File: config.mk
export PLATFORM = sky130hd
export DESIGN_NAME = sdram_port_arbiter_flat
export DESIGN_NICKNAME = d
export VERILOG_FILES = /design/src/rtl/sdram_port_arbiter_if.sv /design/src/rtl/sdram_port_arbiter.sv /design/src/flat_wrapper.sv
export SDC_FILE = /design/constraint.sdc
export NUM_CORES = 1
export LEC_CHECK = 0
export BUFFER_PORTS_ARGS = -buffer_cell sky130_fd_sc_hd__buf_4
export CAP_MARGIN = 10
export CORE_UTILIZATION = 26
export CTS_BUF_LIST = sky130_fd_sc_hd__clkbuf_4 sky130_fd_sc_hd__clkbuf_8
export DETAILED_ROUTE_END_ITERATION = 10
export SLEW_MARGIN = 20
export SYNTH_ARGS = -nofsm -noshare
export SYNTH_HDL_FRONTEND = slang
export SYNTH_SLANG_ARGS = --single-unit
File: constraint.sdc
create_clock -name clk -period 12.6 [get_ports clk]
set_clock_uncertainty 0.15 [all_clocks]
set_input_delay 1.89 -clock clk [delete_from_list [all_inputs] [get_ports clk]]
set_output_delay 1.89 -clock clk [all_outputs]
set_load 0.03 [all_outputs]
File: src/rtl/sdram_port_arbiter_if.sv
// Controller-side bus of the SDRAM port arbiter: one write port and one read port,
// each with a req/ack handshake, burst start address and burst length.
interface sdram_port_arbiter_if #(
   parameter int ADDR_W = 21,
   parameter int LEN_W  = 9,
   parameter int DATA_W = 32
);
   logic              sdram_wr_req;
   logic              sdram_wr_ack;
   logic [ADDR_W-1:0] sdram_wr_addr;
   logic [LEN_W-1:0]  sdram_wr_burst;
   logic [DATA_W-1:0] sdram_din;
   logic              sdram_rd_req;
   logic              sdram_rd_ack;
   logic [ADDR_W-1:0] sdram_rd_addr;
   logic [LEN_W-1:0]  sdram_rd_burst;
   logic [DATA_W-1:0] sdram_dout;

   modport master (
      output sdram_wr_req, sdram_wr_addr, sdram_wr_burst, sdram_din,
      output sdram_rd_req, sdram_rd_addr, sdram_rd_burst,
      input  sdram_wr_ack, sdram_rd_ack, sdram_dout
   );

   modport slave (
      input  sdram_wr_req, sdram_wr_addr, sdram_wr_burst, sdram_din,
      input  sdram_rd_req, sdram_rd_addr, sdram_rd_burst,
      output sdram_wr_ack, sdram_rd_ack, sdram_dout
   );
endinterface

File: src/rtl/sdram_port_arbiter.sv
// Round-robin front end multiplexing NUM_CH write and NUM_CH read channels onto the
// single write and read ports of sdram_controller, with per-channel wrapping pointers.
module sdram_port_arbiter #(
   parameter int NUM_CH = 2,
   parameter int ADDR_W = 21,
   parameter int LEN_W  = 9,
   parameter int DATA_W = 32
) (
   input  logic                       clk,
   input  logic                       rst_n,
   input  logic                       sdram_init_done,
   input  logic [NUM_CH-1:0]          ch_wr_need,
   input  logic [NUM_CH-1:0]          ch_rd_need,
   input  logic [NUM_CH-1:0]          ch_rd_valid,
   input  logic [NUM_CH-1:0]          ch_wr_load,
   input  logic [NUM_CH-1:0]          ch_rd_load,
   input  logic [NUM_CH*ADDR_W-1:0]   ch_wr_base,
   input  logic [NUM_CH*ADDR_W-1:0]   ch_wr_end,
   input  logic [NUM_CH*ADDR_W-1:0]   ch_rd_base,
   input  logic [NUM_CH*ADDR_W-1:0]   ch_rd_end,
   input  logic [NUM_CH*LEN_W-1:0]    ch_wr_len,
   input  logic [NUM_CH*LEN_W-1:0]    ch_rd_len,
   input  logic [NUM_CH*DATA_W-1:0]   ch_wr_data,
   output logic [NUM_CH-1:0]          ch_wr_pop,
   output logic [NUM_CH-1:0]          ch_rd_push,
   output logic [DATA_W-1:0]          ch_rd_data,
   output logic [$clog2(2*NUM_CH):0]  grant_slot,
   sdram_port_arbiter_if.master       sdram
);
   localparam int SLOTS = 2 * NUM_CH;
   localparam int GW    = $clog2(SLOTS) + 1;

   typedef enum logic [2:0] {IDLE, WR_REQ, WR_XFER, RD_REQ, RD_XFER, DONE} state_t;

   state_t            state, state_nxt;
   logic              init_d;
   logic              init_rise;
   logic [ADDR_W-1:0] wr_ptr [NUM_CH];
   logic [ADDR_W-1:0] rd_ptr [NUM_CH];
   logic [GW-1:0]     last_grant;
   logic [SLOTS-1:0]  elig;
   logic              found;
   logic [GW-1:0]     pick;
   logic              pick_rd;
   logic [ADDR_W-1:0] g_addr, g_base, g_end;
   logic [LEN_W-1:0]  g_len;
   logic [ADDR_W-1:0] cur_addr, cur_base, cur_end;
   logic [LEN_W-1:0]  cur_len;
   logic              discard;
   logic              active_load;
   logic [ADDR_W:0]   nxt_sum;
   logic [ADDR_W-1:0] upd_ptr;

   assign init_rise = sdram_init_done & ~init_d;
   assign pick_rd   = (pick >= GW'(NUM_CH));

   always_comb begin
      elig = '0;
      for (int i = 0; i < NUM_CH; i++) begin
         elig[i]        = sdram_init_done & ch_wr_need[i] & (|ch_wr_len[i*LEN_W +: LEN_W]) & ~ch_wr_load[i];
         elig[NUM_CH+i] = sdram_init_done & ch_rd_need[i] & ch_rd_valid[i] &
                          (|ch_rd_len[i*LEN_W +: LEN_W]) & ~ch_rd_load[i];
      end
   end

   // Search order starts one slot past the previous winner and wraps around.
   always_comb begin
      found = 1'b0;
      pick  = '0;
      for (int k = 0; k < SLOTS; k++) begin
         for (int j = 0; j < SLOTS; j++) begin
            if (!found && elig[j] && (j == (int'(last_grant) + 1 + k) % SLOTS)) begin
               found = 1'b1;
               pick  = GW'(j);
            end
         end
      end
   end

   // A pointer reloaded by the init rising edge this cycle is still stale, so use base.
   always_comb begin
      g_addr = '0;
      g_base = '0;
      g_end  = '0;
      g_len  = '0;
      for (int i = 0; i < NUM_CH; i++) begin
         if (pick == GW'(i)) begin
            g_base = ch_wr_base[i*ADDR_W +: ADDR_W];
            g_end  = ch_wr_end[i*ADDR_W +: ADDR_W];
            g_len  = ch_wr_len[i*LEN_W +: LEN_W];
            g_addr = init_rise ? ch_wr_base[i*ADDR_W +: ADDR_W] : wr_ptr[i];
         end
         if (pick == GW'(NUM_CH + i)) begin
            g_base = ch_rd_base[i*ADDR_W +: ADDR_W];
            g_end  = ch_rd_end[i*ADDR_W +: ADDR_W];
            g_len  = ch_rd_len[i*LEN_W +: LEN_W];
            g_addr = init_rise ? ch_rd_base[i*ADDR_W +: ADDR_W] : rd_ptr[i];
         end
      end
   end

   always_comb begin
      active_load = 1'b0;
      for (int i = 0; i < NUM_CH; i++) begin
         if ((grant_slot == GW'(i) && ch_wr_load[i]) ||
             (grant_slot == GW'(NUM_CH + i) && ch_rd_load[i]))
            active_load = 1'b1;
      end
   end

   always_comb begin
      nxt_sum = {1'b0, cur_addr} + (ADDR_W+1)'(cur_len);
      upd_ptr = ((nxt_sum + (ADDR_W+1)'(cur_len)) > {1'b0, cur_end}) ? cur_base : nxt_sum[ADDR_W-1:0];
   end

   always_ff @(posedge clk or negedge rst_n) begin
      if (!rst_n) begin
         state  <= IDLE;
         init_d <= 1'b0;
      end else begin
         state  <= state_nxt;
         init_d <= sdram_init_done;
      end
   end

   always_comb begin
      state_nxt          = state;
      sdram.sdram_wr_req = 1'b0;
      sdram.sdram_rd_req = 1'b0;
      unique case (state)
         IDLE:    if (found) state_nxt = pick_rd ? RD_REQ : WR_REQ;
         WR_REQ: begin
            sdram.sdram_wr_req = 1'b1;
            if (sdram.sdram_wr_ack) state_nxt = WR_XFER;
         end
         WR_XFER: if (!sdram.sdram_wr_ack) state_nxt = DONE;
         RD_REQ: begin
            sdram.sdram_rd_req = 1'b1;
            if (sdram.sdram_rd_ack) state_nxt = RD_XFER;
         end
         RD_XFER: if (!sdram.sdram_rd_ack) state_nxt = DONE;
         DONE:    state_nxt = IDLE;
         default: state_nxt = IDLE;
      endcase
   end

   // A load or init edge seen while a burst is in flight voids that burst's pointer advance.
   always_ff @(posedge clk or negedge rst_n) begin
      if (!rst_n) begin
         grant_slot           <= '1;
         last_grant           <= GW'(SLOTS - 1);
         sdram.sdram_wr_addr  <= '0;
         sdram.sdram_wr_burst <= '0;
         sdram.sdram_rd_addr  <= '0;
         sdram.sdram_rd_burst <= '0;
         cur_addr             <= '0;
         cur_base             <= '0;
         cur_end              <= '0;
         cur_len              <= '0;
         discard              <= 1'b0;
      end else if (state == IDLE) begin
         if (found) begin
            grant_slot <= pick;
            last_grant <= pick;
            cur_addr   <= g_addr;
            cur_base   <= g_base;
            cur_end    <= g_end;
            cur_len    <= g_len;
            discard    <= 1'b0;
            if (pick_rd) begin
               sdram.sdram_rd_addr  <= g_addr;
               sdram.sdram_rd_burst <= g_len;
            end else begin
               sdram.sdram_wr_addr  <= g_addr;
               sdram.sdram_wr_burst <= g_len;
            end
         end
      end else begin
         if (active_load || init_rise) discard <= 1'b1;
         if (state == DONE) grant_slot <= '1;
      end
   end

   always_ff @(posedge clk or negedge rst_n) begin
      if (!rst_n) begin
         for (int i = 0; i < NUM_CH; i++) begin
            wr_ptr[i] <= '0;
            rd_ptr[i] <= '0;
         end
      end else begin
         for (int i = 0; i < NUM_CH; i++) begin
            if (init_rise || ch_wr_load[i])
               wr_ptr[i] <= ch_wr_base[i*ADDR_W +: ADDR_W];
            else if (state == DONE && !discard && grant_slot == GW'(i))
               wr_ptr[i] <= upd_ptr;
            if (init_rise || ch_rd_load[i])
               rd_ptr[i] <= ch_rd_base[i*ADDR_W +: ADDR_W];
            else if (state == DONE && !discard && grant_slot == GW'(NUM_CH + i))
               rd_ptr[i] <= upd_ptr;
         end
      end
   end

   always_comb begin
      ch_wr_pop       = '0;
      ch_rd_push      = '0;
      sdram.sdram_din = '0;
      for (int i = 0; i < NUM_CH; i++) begin
         if (grant_slot == GW'(i)) begin
            ch_wr_pop[i]    = sdram.sdram_wr_ack;
            sdram.sdram_din = ch_wr_data[i*DATA_W +: DATA_W];
         end
         if (grant_slot == GW'(NUM_CH + i))
            ch_rd_push[i] = sdram.sdram_rd_ack;
      end
   end

   assign ch_rd_data = sdram.sdram_dout;

endmodule

File: src/flat_wrapper.sv
// flat-port wrapper written by rule: the top's interface ports become plain ports
module sdram_port_arbiter_flat 
#(
   parameter int NUM_CH = 2,
   parameter int ADDR_W = 21,
   parameter int LEN_W  = 9,
   parameter int DATA_W = 32
)
  (clk, rst_n, sdram_init_done, ch_wr_need, ch_rd_need, ch_rd_valid, ch_wr_load, ch_rd_load, ch_wr_base, ch_wr_end, ch_rd_base, ch_rd_end, ch_wr_len, ch_rd_len, ch_wr_data, ch_wr_pop, ch_rd_push, ch_rd_data, grant_slot, sdram_sdram_wr_req, sdram_sdram_wr_addr, sdram_sdram_wr_burst, sdram_sdram_din, sdram_sdram_rd_req, sdram_sdram_rd_addr, sdram_sdram_rd_burst, sdram_sdram_wr_ack, sdram_sdram_rd_ack, sdram_sdram_dout);
  sdram_port_arbiter_if #(.ADDR_W(ADDR_W), .LEN_W(LEN_W), .DATA_W(DATA_W)) sdram_i ();
  input  logic clk;
  input  logic rst_n;
  input  logic sdram_init_done;
  input  logic [NUM_CH-1:0] ch_wr_need;
  input  logic [NUM_CH-1:0] ch_rd_need;
  input  logic [NUM_CH-1:0] ch_rd_valid;
  input  logic [NUM_CH-1:0] ch_wr_load;
  input  logic [NUM_CH-1:0] ch_rd_load;
  input  logic [NUM_CH*ADDR_W-1:0] ch_wr_base;
  input  logic [NUM_CH*ADDR_W-1:0] ch_wr_end;
  input  logic [NUM_CH*ADDR_W-1:0] ch_rd_base;
  input  logic [NUM_CH*ADDR_W-1:0] ch_rd_end;
  input  logic [NUM_CH*LEN_W-1:0] ch_wr_len;
  input  logic [NUM_CH*LEN_W-1:0] ch_rd_len;
  input  logic [NUM_CH*DATA_W-1:0] ch_wr_data;
  output logic [NUM_CH-1:0] ch_wr_pop;
  output logic [NUM_CH-1:0] ch_rd_push;
  output logic [DATA_W-1:0] ch_rd_data;
  output logic [$clog2(2*NUM_CH):0] grant_slot;
  output wire logic [$bits(sdram_i.sdram_wr_req)-1:0] sdram_sdram_wr_req;
  output wire logic [$bits(sdram_i.sdram_wr_addr)-1:0] sdram_sdram_wr_addr;
  output wire logic [$bits(sdram_i.sdram_wr_burst)-1:0] sdram_sdram_wr_burst;
  output wire logic [$bits(sdram_i.sdram_din)-1:0] sdram_sdram_din;
  output wire logic [$bits(sdram_i.sdram_rd_req)-1:0] sdram_sdram_rd_req;
  output wire logic [$bits(sdram_i.sdram_rd_addr)-1:0] sdram_sdram_rd_addr;
  output wire logic [$bits(sdram_i.sdram_rd_burst)-1:0] sdram_sdram_rd_burst;
  input wire logic [$bits(sdram_i.sdram_wr_ack)-1:0] sdram_sdram_wr_ack;
  input wire logic [$bits(sdram_i.sdram_rd_ack)-1:0] sdram_sdram_rd_ack;
  input wire logic [$bits(sdram_i.sdram_dout)-1:0] sdram_sdram_dout;
  assign sdram_sdram_wr_req = sdram_i.sdram_wr_req;
  assign sdram_sdram_wr_addr = sdram_i.sdram_wr_addr;
  assign sdram_sdram_wr_burst = sdram_i.sdram_wr_burst;
  assign sdram_sdram_din = sdram_i.sdram_din;
  assign sdram_sdram_rd_req = sdram_i.sdram_rd_req;
  assign sdram_sdram_rd_addr = sdram_i.sdram_rd_addr;
  assign sdram_sdram_rd_burst = sdram_i.sdram_rd_burst;
  assign sdram_i.sdram_wr_ack = sdram_sdram_wr_ack;
  assign sdram_i.sdram_rd_ack = sdram_sdram_rd_ack;
  assign sdram_i.sdram_dout = sdram_sdram_dout;
  sdram_port_arbiter #(.NUM_CH(NUM_CH), .ADDR_W(ADDR_W), .LEN_W(LEN_W), .DATA_W(DATA_W)) u_core (.clk(clk), .rst_n(rst_n), .sdram_init_done(sdram_init_done), .ch_wr_need(ch_wr_need), .ch_rd_need(ch_rd_need), .ch_rd_valid(ch_rd_valid), .ch_wr_load(ch_wr_load), .ch_rd_load(ch_rd_load), .ch_wr_base(ch_wr_base), .ch_wr_end(ch_wr_end), .ch_rd_base(ch_rd_base), .ch_rd_end(ch_rd_end), .ch_wr_len(ch_wr_len), .ch_rd_len(ch_rd_len), .ch_wr_data(ch_wr_data), .ch_wr_pop(ch_wr_pop), .ch_rd_push(ch_rd_push), .ch_rd_data(ch_rd_data), .grant_slot(grant_slot), .sdram(sdram_i));
endmodule
Word level (Yosys, flattened, before mapping)
Cells that the tools add are included.
Widths: inputs -> output; s select.
{"block": "totals", "ff_bits": 227, "inputBits": 315, "output_inout_bits": 133}
{"block": "classes", "n_addsub": 6, "order_cmp": 2, "n_eq_ne": 28, "mux": 83, "n_bitwise": 25, "reduce_logical": 90}
{"cell": "$mux 21", "count": 25}
{"cell": "$logic_not 32->1", "count": 4}
{"cell": "$add 32x3->32 const B", "count": 2}
{"cell": "$mux 32", "count": 2}
{"cell": "$logic_and 1x1->1", "count": 40}
{"cell": "$mux 9", "count": 4}
{"cell": "$reduce_or 9->1", "count": 4}
{"cell": "$add 32x2->32 const B", "count": 1}
{"cell": "$mux 2", "count": 15}
{"cell": "$mux 1", "count": 28}
{"cell": "$eq 3x3->1 const A", "count": 8}
{"cell": "$mux 3", "count": 8}
{"cell": "$add 21x9->22", "count": 1}
{"cell": "$add 22x9->22", "count": 1}
{"cell": "$gt 22x21->1", "count": 1}
{"cell": "$and 1x1->1", "count": 18}
{"cell": "$logic_not 1->1", "count": 16}
{"cell": "$pmux 3 s5", "count": 1}
{"cell": "$eq 2x3->1 const A", "count": 4}
{"cell": "$eq 3x2->1 const B", "count": 4}
{"cell": "$reduce_bool 2->1", "count": 6}
{"cell": "$logic_not 3->1", "count": 3}
{"cell": "$ne 2x2->1 const B", "count": 4}
{"cell": "$reduce_or 2->1", "count": 4}
{"cell": "13 further kinds", "count": 30}

Logic depth before layout (Yosys ltp)
Gate-level depths: netlist (run 1).
{"block": "logic_depth", "ltp_word": 71, "mapped_depth": 26, "depth_no_buf": 25}

Worst setup path after synthesis (run 1)
No wires, ideal clock.
{"block": "synth_timing", "kind": "reg-to-reg", "from": "register u_core.cur_len[0]", "to": "register u_core.wr_ptr[23] (netlist name)", "setup_time_ns": 0.128, "arrival_time_ns": 5.541, "required_ns": 12.322, "setup_slack_ns": 6.780, "stages_incl_launch_ff": 27, "synth_period_minus_slack_ns": 5.820, "cell_sequence": "dfrtp_1 -> ha_1 -> fa_1 -> a211oi_1 -> nor2_1 -> o21a_1 -> nor2_1 -> o21ai_0 -> xor2_1 -> ha_1 -> a21o_1 -> a41oi_2 -> a211oi_2 -> nand4_1 -> nor2_1 -> xor2_1 -> ha_1 -> a21o_1 -> a21oi_1 -> o211ai_1 -> o21ai_0 -> a21o_1 -> nand2_1 -> a31oi_4 -> buf_6 -> mux2i_2 -> o21ai_1"}
{"block": "synth_between", "elab_chain_cells": 6}
{"item": "from (decl)", "line_no": "sdram_port_arbiter.sv:48", "rtl": "logic [LEN_W-1:0] cur_len;"}
{"item": "from (signal assigned)", "line_no": "sdram_port_arbiter.sv:168", "rtl": "cur_len <= g_len;"}
{"item": "$add 21x9->22", "line_no": "sdram_port_arbiter.sv:112", "rtl": "nxt_sum = {1'b0, cur_addr} + (ADDR_W+1)'(cur_len);"}
{"item": "$add 22x9->22", "line_no": "sdram_port_arbiter.sv:113", "rtl": "upd_ptr = ((nxt_sum + (ADDR_W+1)'(cur_len)) > {1'b0, cur_end}) ? cur_base : nxt_sum[ADDR_W-1:0];"}
{"item": "$gt 22x21->1", "line_no": "sdram_port_arbiter.sv:113"}
{"item": "$mux 21 *", "line_no": "sdram_port_arbiter.sv:113"}
{"item": "$mux 21 *", "line_no": "sdram_port_arbiter.sv:194", "rtl": "else if (state == DONE && !discard && grant_slot == GW'(i))"}
{"item": "$mux 21 *", "line_no": "sdram_port_arbiter.sv:192", "rtl": "if (init_rise || ch_wr_load[i])"}
{"item": "to (signal, indexed assignment)", "line_no": "sdram_port_arbiter.sv:193", "rtl": "wr_ptr[i] <= ch_wr_base[i*ADDR_W +: ADDR_W];"}
{"item": "to (signal, indexed assignment)", "line_no": "sdram_port_arbiter.sv:195", "rtl": "wr_ptr[i] <= upd_ptr;"}
{"item": "to (decl)", "line_no": "sdram_port_arbiter.sv:38", "rtl": "logic [ADDR_W-1:0] wr_ptr [NUM_CH];"}
Mark *: on every way between the ends. The rest lies on a longest branch, timed or not. The select of a mux whose other input is x is not followed.
A chain may end at the register's enable or synchronous reset.

Worst setup path after layout (run 1)
{"block": "layout_timing", "from": "register u_core.cur_len[0]", "to": "register u_core.rd_ptr[27] (netlist name)"}
{"block": "layout_between", "elab_chain_cells": 6}
{"item": "$add 21x9->22", "line_no": "sdram_port_arbiter.sv:112"}
{"item": "$add 22x9->22", "line_no": "sdram_port_arbiter.sv:113"}
{"item": "$gt 22x21->1", "line_no": "sdram_port_arbiter.sv:113"}
{"item": "$mux 21 *", "line_no": "sdram_port_arbiter.sv:113"}
{"item": "$mux 21 *", "line_no": "sdram_port_arbiter.sv:198", "rtl": "else if (state == DONE && !discard && grant_slot == GW'(NUM_CH + i))"}
{"item": "$mux 21 *", "line_no": "sdram_port_arbiter.sv:196", "rtl": "if (init_rise || ch_rd_load[i])"}
{"item": "to (signal, indexed assignment)", "line_no": "sdram_port_arbiter.sv:197", "rtl": "rd_ptr[i] <= ch_rd_base[i*ADDR_W +: ADDR_W];"}
{"item": "to (signal, indexed assignment)", "line_no": "sdram_port_arbiter.sv:199", "rtl": "rd_ptr[i] <= upd_ptr;"}
{"item": "to (decl)", "line_no": "sdram_port_arbiter.sv:39", "rtl": "logic [ADDR_W-1:0] rd_ptr [NUM_CH];"}
Marks and branches as above.

==> out/summary.txt, run 1 <==
outcome -> completed
H-tree depth -> 2
required time of the worst setup path -> 12870 ps
CTS Sinks -> 226
fin area -> 0.0191 mm^2
wirelength, routed -> 65.1 mm
post-CTS setup buffers -> 0
power per cell area -> 266 mW/mm^2
NumNets Final -> 2391
# hold bufs at CTS -> 0
Antenna Nets Post-Route -> 0
via count -> 15400
worst stage delay on the critical path -> 870 ps
placed cell count -> 2749
area leader, netlist -> dfrtp_1
Clock Root Buffer -> clkbuf_8
cell area after synthesis -> 0.0149 mm^2
Clock power frac -> 14.5%
Setup violations, final -> 0
Synth area leaders -> dfrtp_1, nand2_1, o21ai_0
Die W -> 241 um
Cell Int Power -> 0.00258 W
post-synthesis cell type count -> 79
largest net degree at the start of global routing -> 103
Worst Setup End Kind -> register
sw frac -> 49.1%
Post-route DRC -> 0
share of the synthesized area in the top cell type -> 37.2%
initial antenna violation count -> 14
Clock Latency Late Sink -> 590 ps
drt initial violations -> 1415
number of I/O port buffers -> 383
ys async rst share -> 100%
Gate power share -> 61.6%
core area -> 0.0564 mm^2
Global Route Usage Sum -> 21.8%
post-route minimum period -> 7240 ps
final count of hold timing violations -> 0
Resized Gates After CTS -> 0
Tot Pwr -> 0.00507 W
DRT Pass-1 Iters -> 5
die area -> 0.0581 mm^2
CTS tree -> yes
Hold Crit Class -> reg -> reg
DR vias/cell -> 5.46
first-pass GRT wire length -> 95.8 mm
Fmax -> 138 MHz
CTS Buf Count -> 40
Ys Warns -> 0
setup slack after layout -> 5360 ps
synth-to-layout area growth -> 28.3%
Post-Syn Instances -> 1752
vias in the first global route -> 15400
NetSw -> 0.00249 W
Initial Utilization -> 26.4%
register area share after synthesis -> 38.1%
wire length per cell -> 23.1 um
Yosys reg bits -> 226
final std cells w/o fill -> 2826
post-place setup slack -> 5430 ps
GR Overflow Total -> 0
Slowest-stage cell, CP -> a31oi_4
WP data arrival -> 7510 ps
Sequential Power Share -> 23.9%
Syn Nets -> 2108
startpoint types -> register
row count -> 87
Tcrit/Tclk final -> 57.5%
fin. max-slew vios -> 0
DP Area -> 0.0182 mm^2
fillers -> 5923
Die Ht -> 241 um
unrepaired setup endpoints after global routing -> no
CP dominant cell by count -> nor2_1
worst slew pin tran -> 1080 ps
worst ir drop on vdd -> 0.128 mV
CP max FO -> 14
clk buf depth -> 3
Leak Pwr -> 8.82 nW
share of layout cells above drive strength 1 -> 27.4%
Mean Syn Cell Area -> 8.48 um^2
Max-cap violations -> 0
clock transition at the registers of the reported paths -> 60 ps
Ports -> 448
HPWL after DPL -> 46.3 mm
Post-synth EDFFs -> 0
relative slew slack -> 27.8%
Worst Path Class, Setup -> reg -> reg
GPL Wtd Cong -> 0.901
Primary FF master, synth -> dfrtp_1
Sum Neg Setup Slack -> 0 ps
[Yosys cell counts (all sizes together), types with 24 or more instances]
library cell,count
nand2,280
dfrtp,221
o21ai,182
nor2,123
clkbuf,119
a21oi,114
a22o,59
mux2i,53
buf,51
and3,46
a22oi,39
ha,39
a31oi,37
inv,36
nand3,35
mux2,33
o22a,24
[logic make-up after synthesis]
family | after synthesis | synth area share [%]
simple gates | 564 | 16.9
buf+inv | 206 | 6.21
mux | 86 | 6.43
compound gates | 596 | 26.8
flops | 226 | 38.1
fa+ha+maj | 41 | 3.55
xor+xnor | 33 | 2.00
[cells in the final DEF (no fill, tap or decap), types with 5 or more instances in the layout]
cell	count
a21o_1	14
a22o_1	59
buf_4	409
a311oi_1	20
dfrtp_1	221
o211ai_1	5
xnor2_1	17
xor2_1	15
dfstp_2	5
nand2_1	279
nor2b_1	9
inv_1	36
o22a_1	24
nand2b_1	9
o21a_1	5
and3_1	46
o221ai_1	20
nor4_1	7
a221oi_1	21
a21oi_1	113
o21ai_0	152
clkbuf_4	14
a31oi_1	35
and2_1	7
nand3_1	35
nand4_1	7
a22oi_1	39
o22ai_1	10
a221o_1	6
nor2_1	120
clkbuf_8	51
diode_2	6
o21ai_1	29
mux2i_1	48
ha_1	39
nor3_1	12
mux2_2	33
[metal layers]
layer  global-route usage, %  wire length [um]  share of wire [%]  vias up
met1                    27.4             26800                 41     7497
met5                       0               118               0.18        -
met2                    35.2             29500                 45      812
met3                    6.20              6390                9.8      182
li1                        -                 -                  -     6926
met4                    8.44              2320                3.6       18
[power groups by stage]
stage	Clock (W)	Sequential [W]	Combinational [W]
3_5_place_dp	0	0.00122	0.00309
6_report	0.000736	0.00121	0.00312
5_1_grt	0.000779	0.00124	0.00339
3_3_place_gp	0	0.00121	0.00303
4_1_cts	0.000746	0.00121	0.00310
2_1_floorplan	0	0.00131	0.00197
[stage by stage]
stage | util [%] | hold WS, ps
5_1_grt | 33.8 | 365
2_1_floorplan | - | 304
3_3_place_gp | 32.3 | 318
6_report | 33.8 | 336
4_1_cts | 33.8 | 340
3_5_place_dp | 32.3 | 326
[registers in the layout (all words and copies together) (netlist names)]
name / cells
u_core.rd_ptr: 42
u_core.wr_ptr: 42
u_core.cur_addr: 21
u_core.cur_base: 21
u_core.cur_end: 21
u_core.sdram.sdram_rd_addr: 21
u_core.sdram.sdram_wr_addr: 21
u_core.cur_len: 9
u_core.sdram.sdram_rd_burst: 9
u_core.sdram.sdram_wr_burst: 9
u_core.grant_slot: 3
u_core.state: 3
u_core.last_grant: 2
u_core.discard: 1
u_core.init_d: 1
[worst paths after layout]
kind	start	to	slack (ps)	cells after the start
min in group asynchronous	rst_n	u_core.sdram.sdram_wr_burst[6]$_DFFE_PN0P_	1210	1
max in group asynchronous	rst_n	u_core.rd_ptr[17]$_DFFE_PN0P_	9120	3
worst max-delay path	u_core.cur_len[0]$_DFFE_PN0P_	u_core.rd_ptr[27]$_DFFE_PN0P_	5360	25
worst min-delay path	u_core.sdram.sdram_rd_burst[5]$_DFFE_PN0P_	u_core.sdram.sdram_rd_burst[5]$_DFFE_PN0P_	340	2
worst min register to register	u_core.sdram.sdram_rd_burst[5]$_DFFE_PN0P_	u_core.sdram.sdram_rd_burst[5]$_DFFE_PN0P_	340	2
worst max register to register	u_core.cur_len[0]$_DFFE_PN0P_	u_core.rd_ptr[27]$_DFFE_PN0P_	5360	25
[cell type report]
| cell class | count | area [um^2] | area share [%] |
|---|---|---|---|
| clock buffers | 65 | 807 | 4.23 |
| multi-input cells | 1320 | 8370 | 43.9 |
| clock inverters | 6 | 37.5 | 0.197 |
| flip-flops and latches | 226 | 5660 | 29.7 |
| inverters | 36 | 135 | 0.709 |
| diodes | 6 | 15.0 | 0.0787 |
| repair buffers | 411 | 3100 | 16.2 |
| well taps | 756 | 946 | 4.96 |
[worst max-delay path, delay by kind of cell (launching register included)]
family / cells / cell delay, ps
flip-flops: 1 / 420
AO/OA/AOI/OAI: 12 / 3150
XOR/XNOR: 2 / 490
adder cells (fa/ha/maj): 4 / 1310
AND/OR/NAND/NOR: 6 / 1130
multiplexers: 1 / 420
(Power assumes the default switching activity.)
==> run 2: changes to the inputs <==
==> constraint.sdc (replaced) <==
create_clock -name clk -period 6.2 [get_ports clk]
set_clock_uncertainty 0.15 [all_clocks]
set_input_delay 0.93 -clock clk [delete_from_list [all_inputs] [get_ports clk]]
set_output_delay 0.93 -clock clk [all_outputs]
set_load 0.03 [all_outputs]
==> run 2 against run 1 <==
Against the previous run: via count grew 2.0%; clock power grew 100%; hold slack worse by 200 ps; clock-buffer cell count is 1 lower; register-to-register slack got worse by 5100 ps.
==> out/summary.txt, run 2 (synthesized netlist as in run 1, its figures left out) <==
outcome -> completed
fin area -> 0.0194 mm^2
synth-to-layout area growth -> 30.6%
Antenna Nets Post-Route -> 0
NumNets Final -> 2413
Initial Utilization -> 26.4%
wirelength, routed -> 66.1 mm
share of layout cells above drive strength 1 -> 28.9%
Cell Int Power -> 0.00566 W
WP data arrival -> 6220 ps
fin. max-slew vios -> 0
Clock Root Buffer -> clkbuf_8
initial antenna violation count -> 9
CP max FO -> 7
worst slew pin tran -> 1200 ps
vias in the first global route -> 15500
startpoint types -> register
# hold bufs at CTS -> 0
Post-route DRC -> 0
Clock power frac -> 13.5%
Hold Crit Class -> in -> async
DP Area -> 0.0184 mm^2
drt initial violations -> 1704
Die W -> 241 um
Sequential Power Share -> 22.7%
Ports -> 448
DR vias/cell -> 5.54
relative slew slack -> 20.1%
commonest non-fill, non-tap cell in the layout -> buf_4
CTS Sinks -> 226
Worst Path Class, Setup -> reg -> reg
HPWL after DPL -> 46.8 mm
Tot Pwr -> 0.0109 W
Leak Pwr -> 8.94 nW
via count -> 15700
power per cell area -> 562 mW/mm^2
clock transition at the registers of the reported paths -> 60 ps
largest registers -> u_core.rd_ptr (42), u_core.wr_ptr (42)
Clock Latency Late Sink -> 580 ps
die area -> 0.0581 mm^2
Gate power share -> 63.9%
largest net degree at the start of global routing -> 168
NetSw -> 0.00524 W
sw frac -> 48.1%
CTS tree -> yes
Reg2Reg Depth -> 27
Min Hold Slack -> 131 ps
final count of hold timing violations -> 0
Max-cap violations -> 0
H-tree depth -> 2
wire length per cell -> 23.2 um
DRT Pass-1 Iters -> 5
number of I/O port buffers -> 383
required time of the worst setup path -> 6500 ps
worst ir drop on vdd -> 0.303 mV
CTS Buf Count -> 41
post-place setup slack -> -71.5 ps
clk buf depth -> 3
Fmax -> 169 MHz
Worst Setup End Kind -> register
Die Ht -> 241 um
core area -> 0.0564 mm^2
Tcrit/Tclk final -> 95.5%
GR Overflow Total -> 0
fin util -> 34.4%
unrepaired setup endpoints after global routing -> yes
row count -> 87
most frequent cells in the layout -> buf_4, nand2_1, dfrtp_1
Setup violations, final -> 0
Global Route Usage Sum -> 22.1%
setup slack after layout -> 278 ps
first-pass GRT wire length -> 97.2 mm
post-route minimum period -> 5920 ps
GPL Wtd Cong -> 0.923
## run 2: cell count changes in the layout (fill, tap and decap cells not counted), sizes merged
cell | before | now
buf | 411 | 431
clkinvlp | 3 | 1
clkinv | 3 | 4
diode | 6 | 5
## run 2: worst max-delay path: stages, from the launching register on
cell and delay (ps):
dfrtp_1 390, ha_1 240, fa_1 460, a211oi_2 260
nor2_1 90, o21a_1 210, nor2_4 110, o21ai_0 120
xor2_1 190, ha_1 360, a21o_1 210, buf_4 130
a31oi_2 270, nor2_1 110, o21ai_0 230, xnor2_1 110
ha_1 300, nand3_1 70, nor2_1 150, o221a_2 210
o31ai_1 60, a21o_2 250, nand2_1 140, a31oi_4 60
buf_4 170, clkbuf_16 160, o22a_1 250, a221o_1 340
## run 2: metrics by stage
step	cells	setup TNS, ps
2_1_floorplan	1752	0
3_3_place_gp	2764	0
4_1_cts	2834	0
6_report	2844	0
5_1_grt	2840	-162
3_5_place_dp	2764	-172
## run 2: final cells by class
type / count / area (um^2)
timing repair buffer: 432 / 3320
inverter: 36 / 135
fill: 5826 / 37000
multi-input combinational: 1320 / 8520
tap: 756 / 946
clock buffer: 64 / 787
antenna: 5 / 12.5
clock inverter: 5 / 27.5
sequential: 226 / 5660
## run 2: timing repair
item	CTS	global route
pin swaps	1	7
gates resized for setup	1	27
buffers inserted	1	4
endpoints found under the setup margin	9	84
gates cloned	0	1
## run 2: per-layer routing
metal  up-vias  wire length (um)  global-route usage, %  part of all wire (%)
met2       892             29600                   34.8                    45
li1       6963                 -                      -                     -
met4        10              2400                   8.48                   3.6
met1      7673             27200                   28.0                    41
met5         -                51                      0                 0.077
met3       205              6890                   7.02                    10
## run 2: final timing paths
path,from,to,slack (ps)
worst max-delay path,u_core.cur_len[0]$_DFFE_PN0P_,u_core.wr_ptr[38]$_DFFE_PN0P_,280
worst min-delay path,rst_n,u_core.sdram.sdram_wr_burst[6]$_DFFE_PN0P_,130
worst max register to register,u_core.cur_len[0]$_DFFE_PN0P_,u_core.wr_ptr[38]$_DFFE_PN0P_,280
worst min register to register,u_core.sdram.sdram_rd_burst[5]$_DFFE_PN0P_,u_core.sdram.sdram_rd_burst[5]$_DFFE_PN0P_,340
max in group asynchronous,rst_n,u_core.wr_ptr[18]$_DFFE_PN0P_,4430
min in group clk,u_core.sdram.sdram_rd_burst[5]$_DFFE_PN0P_,u_core.sdram.sdram_rd_burst[5]$_DFFE_PN0P_,340
## run 2: power groups by stage
stage          Sequential, W  Clock [W]  Combinational, W
2_1_floorplan        0.00266          0           0.00401
3_3_place_gp         0.00246          0           0.00628
6_report             0.00247    0.00147           0.00696
4_1_cts              0.00245    0.00149           0.00647
3_5_place_dp         0.00247          0           0.00641
5_1_grt              0.00253    0.00155           0.00753
